--- config.mk ---
export PLATFORM = sky130hd
export DESIGN_NAME = soc_axi_mux4
export DESIGN_NICKNAME = d
export VERILOG_FILES = /design/src/rtl/soc_axi_mux4.sv
export SDC_FILE = /design/constraint.sdc
export NUM_CORES = 1
export LEC_CHECK = 0
export BUFFER_PORTS_ARGS = -buffer_cell sky130_fd_sc_hd__buf_2
export CORE_AREA = 2 2 604 606
export CTS_BUF_LIST = sky130_fd_sc_hd__clkbuf_4 sky130_fd_sc_hd__clkbuf_8
export CTS_CLUSTER_DIAMETER = 30
export DETAILED_ROUTE_END_ITERATION = 6
export DIE_AREA = 0 0 606 608
export PLACE_DENSITY_LB_ADDON = 0.08
export SLEW_MARGIN = 40
export SYNTH_ARGS = -nofsm -noshare
export SYNTH_HDL_FRONTEND = slang
export SYNTH_SLANG_ARGS = --single-unit
export TNS_END_PERCENT = 1
--- constraint.sdc ---
create_clock -name clk_i -period 3.65 [get_ports clk_i]
set_clock_uncertainty 0.15 [all_clocks]
set_input_delay 0.1825 -clock clk_i [delete_from_list [all_inputs] [get_ports clk_i]]
set_output_delay 0.1825 -clock clk_i [all_outputs]
set_load 0.01 [all_outputs]
--- src/rtl/soc_axi_mux4.sv ---
// soc_axi_mux4: four-master to one-slave AXI4 mux with round-robin AW/AR arbitration,
// 2-bit master-index ID extension and W routing in AW-grant order.
// Optional macro SOC_AXI_MUX_SPILL_EN adds one-entry spill registers on the slave AW/AR outputs.

package soc_axi_mux4_pkg;
    localparam int unsigned IdWidth    = 4;
    localparam int unsigned SlvIdWidth = IdWidth + 2;
    localparam int unsigned AddrWidth  = 32;
    localparam int unsigned DataWidth  = 64;
    localparam int unsigned UserWidth  = 1;

    typedef struct packed {
        logic [AddrWidth-1:0] addr;
        logic [7:0]           len;
        logic [2:0]           size;
        logic [1:0]           burst;
        logic                 lock;
        logic [3:0]           cache;
        logic [2:0]           prot;
        logic [3:0]           qos;
        logic [3:0]           region;
        logic [5:0]           atop;
        logic [UserWidth-1:0] user;
    } ax_attr_t;

    typedef struct packed {
        logic [IdWidth-1:0] id;
        ax_attr_t           attr;
    } ax_chan_t;

    typedef struct packed {
        logic [SlvIdWidth-1:0] id;
        ax_attr_t              attr;
    } ax_slv_chan_t;

    typedef struct packed {
        logic [DataWidth-1:0]   data;
        logic [DataWidth/8-1:0] strb;
        logic                   last;
        logic [UserWidth-1:0]   user;
    } w_chan_t;

    typedef struct packed {
        logic [IdWidth-1:0]   id;
        logic [1:0]           resp;
        logic [UserWidth-1:0] user;
    } b_chan_t;

    typedef struct packed {
        logic [SlvIdWidth-1:0] id;
        logic [1:0]            resp;
        logic [UserWidth-1:0]  user;
    } b_slv_chan_t;

    typedef struct packed {
        logic [IdWidth-1:0]   id;
        logic [DataWidth-1:0] data;
        logic [1:0]           resp;
        logic                 last;
        logic [UserWidth-1:0] user;
    } r_chan_t;

    typedef struct packed {
        logic [SlvIdWidth-1:0] id;
        logic [DataWidth-1:0]  data;
        logic [1:0]            resp;
        logic                  last;
        logic [UserWidth-1:0]  user;
    } r_slv_chan_t;

    typedef struct packed {
        ax_chan_t aw;
        logic     aw_valid;
        w_chan_t  w;
        logic     w_valid;
        logic     b_ready;
        ax_chan_t ar;
        logic     ar_valid;
        logic     r_ready;
    } req_t;

    typedef struct packed {
        logic    aw_ready;
        logic    ar_ready;
        logic    w_ready;
        logic    b_valid;
        b_chan_t b;
        logic    r_valid;
        r_chan_t r;
    } resp_t;

    typedef struct packed {
        ax_slv_chan_t aw;
        logic         aw_valid;
        w_chan_t      w;
        logic         w_valid;
        logic         b_ready;
        ax_slv_chan_t ar;
        logic         ar_valid;
        logic         r_ready;
    } req_slv_t;

    typedef struct packed {
        logic        aw_ready;
        logic        ar_ready;
        logic        w_ready;
        logic        b_valid;
        b_slv_chan_t b;
        logic        r_valid;
        r_slv_chan_t r;
    } resp_slv_t;

    // Returns {found, index} of the first valid master at or after ptr.
    function automatic logic [2:0] rr_pick(input logic [3:0] valid, input logic [1:0] ptr);
        logic [2:0] res;
        logic [1:0] idx;
        res = {1'b0, ptr};
        for (int i = 3; i >= 0; i--) begin
            idx = ptr + 2'(i);
            res = valid[idx] ? {1'b1, idx} : res;
        end
        return res;
    endfunction

    function automatic ax_slv_chan_t ext_ax(input ax_chan_t ax, input logic [1:0] idx);
        ax_slv_chan_t res;
        res.id   = {idx, ax.id};
        res.attr = ax.attr;
        return res;
    endfunction
endpackage

module soc_axi_mux4_arb
    import soc_axi_mux4_pkg::*;
(
    input  logic               clk_i,
    input  logic               rst_i,
    input  logic [3:0]         valid_i,
    input  ax_chan_t [3:0]     chan_i,
    input  logic               room_i,
    input  logic               slv_ready_i,
    output logic               slv_valid_o,
    output ax_slv_chan_t       slv_chan_o,
    output logic               hs_o,
    output logic [1:0]         sel_o
);
    logic [1:0] rr_q, rr_d;
    logic [2:0] pick_s;

    assign pick_s = rr_pick(valid_i, rr_q);

`ifdef SOC_AXI_MUX_SPILL_EN
    logic         spill_vld_q, spill_vld_d;
    ax_slv_chan_t spill_q, spill_d;

    // Accept from the master whenever the spill slot is empty or draining this cycle.
    always_comb begin
        sel_o       = pick_s[1:0];
        hs_o        = pick_s[2] && room_i && (!spill_vld_q || slv_ready_i);
        slv_valid_o = spill_vld_q;
        slv_chan_o  = spill_q;
        rr_d        = rr_q;
        spill_vld_d = spill_vld_q;
        spill_d     = spill_q;
        if (hs_o) begin
            rr_d        = sel_o + 2'd1;
            spill_vld_d = 1'b1;
            spill_d     = ext_ax(chan_i[sel_o], sel_o);
        end else if (slv_ready_i) begin
            spill_vld_d = 1'b0;
        end else begin
            spill_vld_d = spill_vld_q;
        end
    end

    // Pointer and spill register state.
    always_ff @(posedge clk_i) begin
        if (rst_i) begin
            rr_q        <= 2'd0;
            spill_vld_q <= 1'b0;
            spill_q     <= '0;
        end else begin
            rr_q        <= rr_d;
            spill_vld_q <= spill_vld_d;
            spill_q     <= spill_d;
        end
    end
`else
    logic       lock_q, lock_d;
    logic [1:0] idx_q, idx_d;

    // Selection freezes once offered to the slave so the request stays stable until accepted.
    always_comb begin
        sel_o       = lock_q ? idx_q : pick_s[1:0];
        slv_valid_o = valid_i[sel_o] && room_i;
        slv_chan_o  = ext_ax(chan_i[sel_o], sel_o);
        hs_o        = slv_valid_o && slv_ready_i;
        rr_d        = rr_q;
        lock_d      = lock_q;
        idx_d       = idx_q;
        if (hs_o) begin
            rr_d   = sel_o + 2'd1;
            lock_d = 1'b0;
        end else if (slv_valid_o) begin
            lock_d = 1'b1;
            idx_d  = sel_o;
        end else begin
            lock_d = lock_q;
        end
    end

    // Pointer and lock state.
    always_ff @(posedge clk_i) begin
        if (rst_i) begin
            rr_q   <= 2'd0;
            lock_q <= 1'b0;
            idx_q  <= 2'd0;
        end else begin
            rr_q   <= rr_d;
            lock_q <= lock_d;
            idx_q  <= idx_d;
        end
    end
`endif
endmodule

module soc_axi_mux4
    import soc_axi_mux4_pkg::*;
#(
    parameter int unsigned NumMst     = 4,
    parameter int unsigned WFifoDepth = 4
) (
    input  logic                    clk_i,
    input  logic                    rst_i,
    input  req_t      [NumMst-1:0]  mst_req_i,
    output resp_t     [NumMst-1:0]  mst_resp_o,
    output req_slv_t                slv_req_o,
    input  resp_slv_t               slv_resp_i
);
    localparam int unsigned PtrW = $clog2(WFifoDepth);
    localparam logic [PtrW:0] FullCnt = (PtrW+1)'(WFifoDepth);

    logic [3:0]        aw_vld_s, ar_vld_s;
    ax_chan_t [3:0]    aw_chan_s, ar_chan_s;
    logic              aw_slv_valid_s, ar_slv_valid_s;
    ax_slv_chan_t      aw_slv_chan_s, ar_slv_chan_s;
    logic              aw_hs_s, ar_hs_s;
    logic [1:0]        aw_sel_s, ar_sel_s;
    logic              aw_room_s;

    logic [1:0]        fifo_q [WFifoDepth];
    logic [PtrW-1:0]   wr_ptr_q, wr_ptr_d, rd_ptr_q, rd_ptr_d;
    logic [PtrW:0]     cnt_q, cnt_d;
    logic [1:0]        head_s;
    logic              w_act_s, w_pop_s;
    logic [1:0]        b_idx_s, r_idx_s;

    // Gather per-master address-channel requests.
    always_comb begin
        aw_vld_s  = 4'd0;
        ar_vld_s  = 4'd0;
        aw_chan_s = '0;
        ar_chan_s = '0;
        for (int i = 0; i < 4; i++) begin
            aw_vld_s[i]  = mst_req_i[i].aw_valid;
            ar_vld_s[i]  = mst_req_i[i].ar_valid;
            aw_chan_s[i] = mst_req_i[i].aw;
            ar_chan_s[i] = mst_req_i[i].ar;
        end
    end

    // A last-beat pop frees a slot in the same cycle, so a full FIFO still admits an AW then.
    always_comb begin
        head_s    = fifo_q[rd_ptr_q];
        w_act_s   = (cnt_q != '0);
        w_pop_s   = w_act_s && mst_req_i[head_s].w_valid && mst_req_i[head_s].w.last
                    && slv_resp_i.w_ready;
        aw_room_s = (cnt_q != FullCnt) || w_pop_s;
        b_idx_s   = slv_resp_i.b.id[IdWidth+1:IdWidth];
        r_idx_s   = slv_resp_i.r.id[IdWidth+1:IdWidth];
    end

    soc_axi_mux4_arb u_aw_arb (
        .clk_i       (clk_i),
        .rst_i       (rst_i),
        .valid_i     (aw_vld_s),
        .chan_i      (aw_chan_s),
        .room_i      (aw_room_s),
        .slv_ready_i (slv_resp_i.aw_ready),
        .slv_valid_o (aw_slv_valid_s),
        .slv_chan_o  (aw_slv_chan_s),
        .hs_o        (aw_hs_s),
        .sel_o       (aw_sel_s)
    );

    soc_axi_mux4_arb u_ar_arb (
        .clk_i       (clk_i),
        .rst_i       (rst_i),
        .valid_i     (ar_vld_s),
        .chan_i      (ar_chan_s),
        .room_i      (1'b1),
        .slv_ready_i (slv_resp_i.ar_ready),
        .slv_valid_o (ar_slv_valid_s),
        .slv_chan_o  (ar_slv_chan_s),
        .hs_o        (ar_hs_s),
        .sel_o       (ar_sel_s)
    );

    // W-route FIFO pointer and occupancy next state.
    always_comb begin
        wr_ptr_d = wr_ptr_q + PtrW'(aw_hs_s);
        rd_ptr_d = rd_ptr_q + PtrW'(w_pop_s);
        cnt_d    = cnt_q + (PtrW+1)'(aw_hs_s) - (PtrW+1)'(w_pop_s);
    end

    // W-route FIFO storage of granted master indices.
    always_ff @(posedge clk_i) begin
        if (rst_i) begin
            wr_ptr_q <= '0;
            rd_ptr_q <= '0;
            cnt_q    <= '0;
            for (int i = 0; i < int'(WFifoDepth); i++) begin
                fifo_q[i] <= 2'd0;
            end
        end else begin
            wr_ptr_q <= wr_ptr_d;
            rd_ptr_q <= rd_ptr_d;
            cnt_q    <= cnt_d;
            if (aw_hs_s) begin
                fifo_q[wr_ptr_q] <= aw_sel_s;
            end
        end
    end

    // Output routing; everything is held quiet while reset is asserted.
    always_comb begin
        slv_req_o  = '0;
        mst_resp_o = '0;
        if (!rst_i) begin
            slv_req_o.aw       = aw_slv_chan_s;
            slv_req_o.aw_valid = aw_slv_valid_s;
            slv_req_o.ar       = ar_slv_chan_s;
            slv_req_o.ar_valid = ar_slv_valid_s;
            slv_req_o.w        = mst_req_i[head_s].w;
            slv_req_o.w_valid  = w_act_s && mst_req_i[head_s].w_valid;
            slv_req_o.b_ready  = mst_req_i[b_idx_s].b_ready;
            slv_req_o.r_ready  = mst_req_i[r_idx_s].r_ready;
            for (int i = 0; i < 4; i++) begin
                mst_resp_o[i].b.id   = slv_resp_i.b.id[IdWidth-1:0];
                mst_resp_o[i].b.resp = slv_resp_i.b.resp;
                mst_resp_o[i].b.user = slv_resp_i.b.user;
                mst_resp_o[i].r.id   = slv_resp_i.r.id[IdWidth-1:0];
                mst_resp_o[i].r.data = slv_resp_i.r.data;
                mst_resp_o[i].r.resp = slv_resp_i.r.resp;
                mst_resp_o[i].r.last = slv_resp_i.r.last;
                mst_resp_o[i].r.user = slv_resp_i.r.user;
            end
            mst_resp_o[aw_sel_s].aw_ready = aw_hs_s;
            mst_resp_o[ar_sel_s].ar_ready = ar_hs_s;
            mst_resp_o[head_s].w_ready    = w_act_s && slv_resp_i.w_ready;
            mst_resp_o[b_idx_s].b_valid   = slv_resp_i.b_valid;
            mst_resp_o[r_idx_s].r_valid   = slv_resp_i.r_valid;
        end else begin
            slv_req_o  = '0;
            mst_resp_o = '0;
        end
    end
endmodule
## Word-level counts from Yosys, hierarchy flattened

Memory sizes are Yosys's and may differ from the RTL's. A register that Yosys moved wholly into a read port is not among the register bits.
Cells that the tools add are included.

| word-level totals | value |
|---|---|
| bits in registers | 17 |
| memory bits (writable) | 8 |
| memories | 1 |

| operators by class | value |
|---|---|
| add/sub/neg operators | 12 |
| order comparisons | 18 |
| eq/ne operators | 1 |
| multiplexer cells | 66 |
| bitwise gates (word level) | 2 |
| reduce and logical (&&, ||, !) cells | 19 |

Memory list:

| memory | words | width | read ports | clocked after Yosys merged registers in | wr ports | RTL line | RTL |
|---|---|---|---|---|---|---|---|
| fifo_q | 4 | 2 | 1 | 1 | 4 | 251 | `logic [1:0] fifo_q [WFifoDepth];` |

Operator list:

| kind | count |
|---|---|
| 336-bit bitwise mux | 5 |
| 223-bit binary-select mux with 2-bit select | 3 |
| 84-bit demux with 2-bit select | 5 |
| 336-bit 2-to-1 mux | 1 |
| 72-bit binary-select mux with 2-bit select | 2 |
| 227-bit 2-to-1 mux | 1 |
| 150-bit 2-to-1 mux | 1 |
| 72-bit 2-to-1 mux | 2 |
| 84-bit 2-to-1 mux | 1 |
| 83-bit 2-to-1 mux | 1 |
| 82-bit 2-to-1 mux | 1 |
| 81-bit 2-to-1 mux | 1 |
| 75-bit 2-to-1 mux | 1 |
| 73-bit 2-to-1 mux | 1 |
| 2-bit by 3-bit less-than comparator with 1-bit output (second input constant) | 13 |
| 2-bit 2-to-1 mux | 13 |
| 1-bit binary-select mux with 2-bit select | 10 |
| 1-bit 2-to-1 mux | 17 |
| 1-bit logical AND | 12 |
| 2-bit by 1-bit greater-or-equal comparator with 1-bit output (second input constant) | 5 |
| 2-bit by 1-bit adder with 2-bit output (second input constant) | 4 |
| 2-bit adder (second input constant) | 4 |
| 2-bit OR reduction | 3 |
| 2-bit by 1-bit adder with 2-bit output | 2 |
| 7 further kinds | 9 |

## Logic depth before layout (Yosys ltp)

| depth | value |
|---|---|
| depth after elaboration | 18 |
| depth in mapped cells | 13 |
| depth with buffers taken out | 11 |

## Modules after synthesis

A second synthesis with hierarchy kept.

| unflattened totals | value |
|---|---|
| cells, all modules | 1,776 |
| area total of the unflattened synthesis | 11,718.7 um^2 |

Modules (own cells, without submodules):

| module | instances | cells an instance | area an instance (um^2) | seq. area each (um^2) |
|---|---|---|---|---|
| soc_axi_mux4 | 1 | 852 | 6,436.2 | 380.4 |
| soc_axi_mux4_arb | 2 | 462 | 2,641.3 | 100.1 |

## Least setup slack after synthesis

Ideal clock, no wire load.

| timing path | value |
|---|---|
| path type | register to register |
| start | register rd_ptr_q[0] (netlist name) |
| end | register cnt_q[2] |
| library setup time | 128 ps |
| arrival time | 2,878 ps |
| required time | 3,372 ps |
| setup slack | 494 ps |
| stages on the path, launching flop included | 13 |
| path buffers | 1 |
| path through | dfxtp_1 -> mux4_2 -> buf_2 -> mux2_4 -> a2bb2oi_1 -> nand4_2 -> o2111ai_4 -> inv_1 -> ha_1 -> fa_1 -> xnor2_1 -> xnor2_1 -> nor2_1 |

RTL lines:

| item | RTL line | RTL |
|---|---|---|
| to (signal assigned) | 328 | `cnt_q <= cnt_d;` |
| to (decl) | 253 | `logic [PtrW:0] cnt_q, cnt_d;` |

==> flow_summary.json <==
{
  "status": "completed",
  "pre_cts_ws_ns": 0.167,
  "hpwl_microns": 182000,
  "synth-seq-cells": 25,
  "postCtsHoldBufs": 0,
  "holdCritStartpoint": "slv_resp_i[86]",
  "rsz0062_at_grt": "false",
  "clock-sinks": 25,
  "grt_use_met2": 0.183,
  "r2r_end": "cnt_q[2]$_SDFF_PP0_",
  "max_freq_ghz": 0.292,
  "p_per_area_nw_per_um2": 430,
  "start_kind": "register",
  "core_sq_um": 362000,
  "root_buffer": "clkbuf_8",
  "async_reset_ff_frac": 0,
  "tns_ns": 0,
  "maxCapViolations": 0,
  "dr.pass1.iters": 7,
  "hold-path-endpoint": "u_ar_arb.rr_q[0]$_SDFFE_PP0N_",
  "design_area_sq_um": 23600,
  "r2r-start": "rd_ptr_q[0]$_SDFF_PP0_",
  "tritoncts": "built",
  "routed_wl_microns": 195000,
  "r2r_cells": 13,
  "viasPerCell": 2.13,
  "die_height_microns": 608,
  "cpMaxStageDelayCell": "mux4_4",
  "synthCells": 1058,
  "fp.dieW_microns": 606,
  "setup_viol": 0,
  "die-area_sq_um": 368000,
  "io_buffers": 1544,
  "report.final.slew_viol_count": 0,
  "syn_avg_cell_area_sq_um": 10.3,
  "layout_common_cells": "buf_2 (1542), and2_1 (222), mux4_2 (221), nor2b_1 (77), buf_4 (70)",
  "grt_max_degree": 75,
  "post-route-period-util": 0.939,
  "ios": 1545,
  "power_leakage_nw": 10.1,
  "crit_arrival_ns": 3.09,
  "grt-busiest-layer": "met2",
  "htreeDepth": 1,
  "place.gp.congestion": 0.823,
  "grt.met1_usage": 0.123,
  "syn_nets": 2053,
  "r2r_slack_ns": 0.26,
  "clock_latency_ns": 0.32,
  "worst_pin_slew_ns": 0.934,
  "drc": 0,
  "hold_depth": 2,
  "vias": 15300,
  "hold_class": "in2reg",
  "ys_types": 51,
  "drive_gt1_frac": 0.800,
  "grtUsageMet3": 0.0237,
  "grt_overflow": 0,
  "cp_cell_sequence": "buf_4 -> mux4_4 -> buf_12 -> mux4_2 -> and2_1 -> buf_2",
  "grt_pass1_wl_microns": 230000,
  "ant_nets": 0,
  "antenna_found_initial": 129,
  "placed_area_sq_um": 23400,
  "cts_made_buffers": 3,
  "relSlewSlack": 0.376,
  "area_delta_synth_final_pct": 117,
  "cpPeakStageDelay_ns": 0.69,
  "synth_edf_count": 8,
  "wl_per_cell_microns": 27.1,
  "critical_path_required_ns": 3.32,
  "yosysWarningCount": 0,
  "holdWs_ns": 0.0917,
  "path_max_fanout": 71,
  "period_minus_slack_ns": 3.43,
  "layout_commonest_cell": "buf_2",
  "grt_pass1_vias": 15700,
  "grt_use_total": 0.101,
  "fin_util": 0.0651,
  "rows": 221,
  "cp-end-kind": "output pin",
  "power.ir.vdd_worst_v": 0.000293,
  "final-hold-violation-count": 0,
  "ys.flop_type": "dfxtp_1",
  "final_nets": 3361,
  "cts_buffer_depth": 2,
  "ys_seq_area_frac": 0.0535,
  "drtIter0Drc": 765,
  "crit_type": "reg2out",
  "start_util": 0.0300,
  "setup_ws_ns": 0.223,
  "path_clk_slew_ns": 0.13,
  "syn_area_sq_um": 10900
}
[layout make-up]
type                    count  area (sq um)
repair buffers           1631          8640
clock inverters             1          7.51
fillers                 42900        338000
well taps                4794          6000
flip-flops and latches     25           581
clock buffers               3          41.3
multi-input cells         689          8160
diodes                     25          62.6
inverters                  16          68.8
[per-layer routing]
layer  wire [microns]  vias up  share of wire
met1            79600     7847           0.41
li1                 -     6296              -
met5              185        -        0.00095
met3            13600      134          0.070
met2            99500      969           0.51
met4             1740       28         0.0090
[flip-flops by register name, indices dropped and copies added (netlist names)]
name,count
wr_ptr_q,2
fifo_q,8
u_aw_arb.idx_q,2
u_aw_arb.rr_q,2
u_aw_arb.lock_q,1
u_ar_arb.lock_q,1
cnt_q,3
u_ar_arb.idx_q,2
u_ar_arb.rr_q,2
rd_ptr_q,2
[Yosys cell counts, types with 2 or more instances]
cell type / n / area, sq um
a21boi_0: 4 / 30.0
a21o_1: 3 / 22.5
a21oi_1: 8 / 40.0
a311oi_1: 2 / 17.5
and2_1: 222 / 1390
and3_1: 12 / 75.1
buf_1: 12 / 45.0
buf_2: 22 / 110
buf_4: 240 / 1800
clkbuf_1: 53 / 199
dfxtp_1: 17 / 340
edfxtp_1: 8 / 240
ha_1: 12 / 150
inv_1: 15 / 56.3
mux2_2: 4 / 45.0
mux2i_1: 6 / 60.1
mux4_2: 223 / 5020
nand2_1: 14 / 52.6
nand2b_1: 6 / 37.5
nor2_1: 29 / 109
nor2b_1: 95 / 594
nor3_1: 7 / 35.0
nor3b_1: 4 / 30.0
nor4_1: 2 / 12.5
o211ai_1: 2 / 15.0
o21ai_0: 7 / 35.0
o21bai_1: 2 / 15.0
xnor2_1: 4 / 35.0
[where the power goes]
group	internal (mW)	leakage, nW	switching [mW]
sequential	0.358	0.222	0.0812
combinational	3.82	9.82	5.66
clock	0.0790	0.0219	0.140
total	4.25	10.1	5.88
[kinds of logic after synthesis]
logic type               count (synthesis)  synth area share
buffers and inverters                  344             0.205
AO/OA/AOI/OAI                           41            0.0284
XOR/XNOR                                 4           0.00323
flip-flops                              25            0.0535
multiplexers                           235             0.475
AND/OR/NAND/NOR                        396             0.219
adder cells (fa/ha/maj)                 13            0.0157
[critical path, delay by kind of cell, from the launching register on]
family	cells	cell delay (ns)
buf+inv	3	0.59
flops	1	0.41
mux	2	1.26
simple gates	1	0.21
[repair_timing]
action                     in CTS  in global routing
gates resized for setup         0                  2
setup endpoints to repair       0                  1
setup buffers                   0                  0
[how the worst max path moves through the flow]
stage                                       start                  end  slack [ns]  cells after the start
detailed placement         rd_ptr_q[0]$_SDFF_PP0_  cnt_q[2]$_SDFF_PP0_        0.17                     13
global placement       fifo_q[0][0]$_SDFFCE_PN0P_  cnt_q[2]$_SDFF_PP0_       -0.08                     12
global route        u_aw_arb.rr_q[1]$_SDFFE_PP0N_       slv_req_o[186]        0.04                      8
finish                     rd_ptr_q[0]$_SDFF_PP0_        slv_req_o[78]        0.22                      6
CTS                    fifo_q[0][0]$_SDFFCE_PN0P_        slv_req_o[88]        0.05                      6
floorplan                  rd_ptr_q[0]$_SDFF_PP0_  cnt_q[2]$_SDFF_PP0_        0.49                     12
[through the flow]
step                      std cells  total power [mW]
after detailed placement       7154              10.5
after floorplan                1058              5.00
after global placement         7150              10.6
after global routing           7162              11.0
after CTS                      7158              10.8
final                          7184              10.1
No activity file was read; power rests on OpenSTA's default activity.
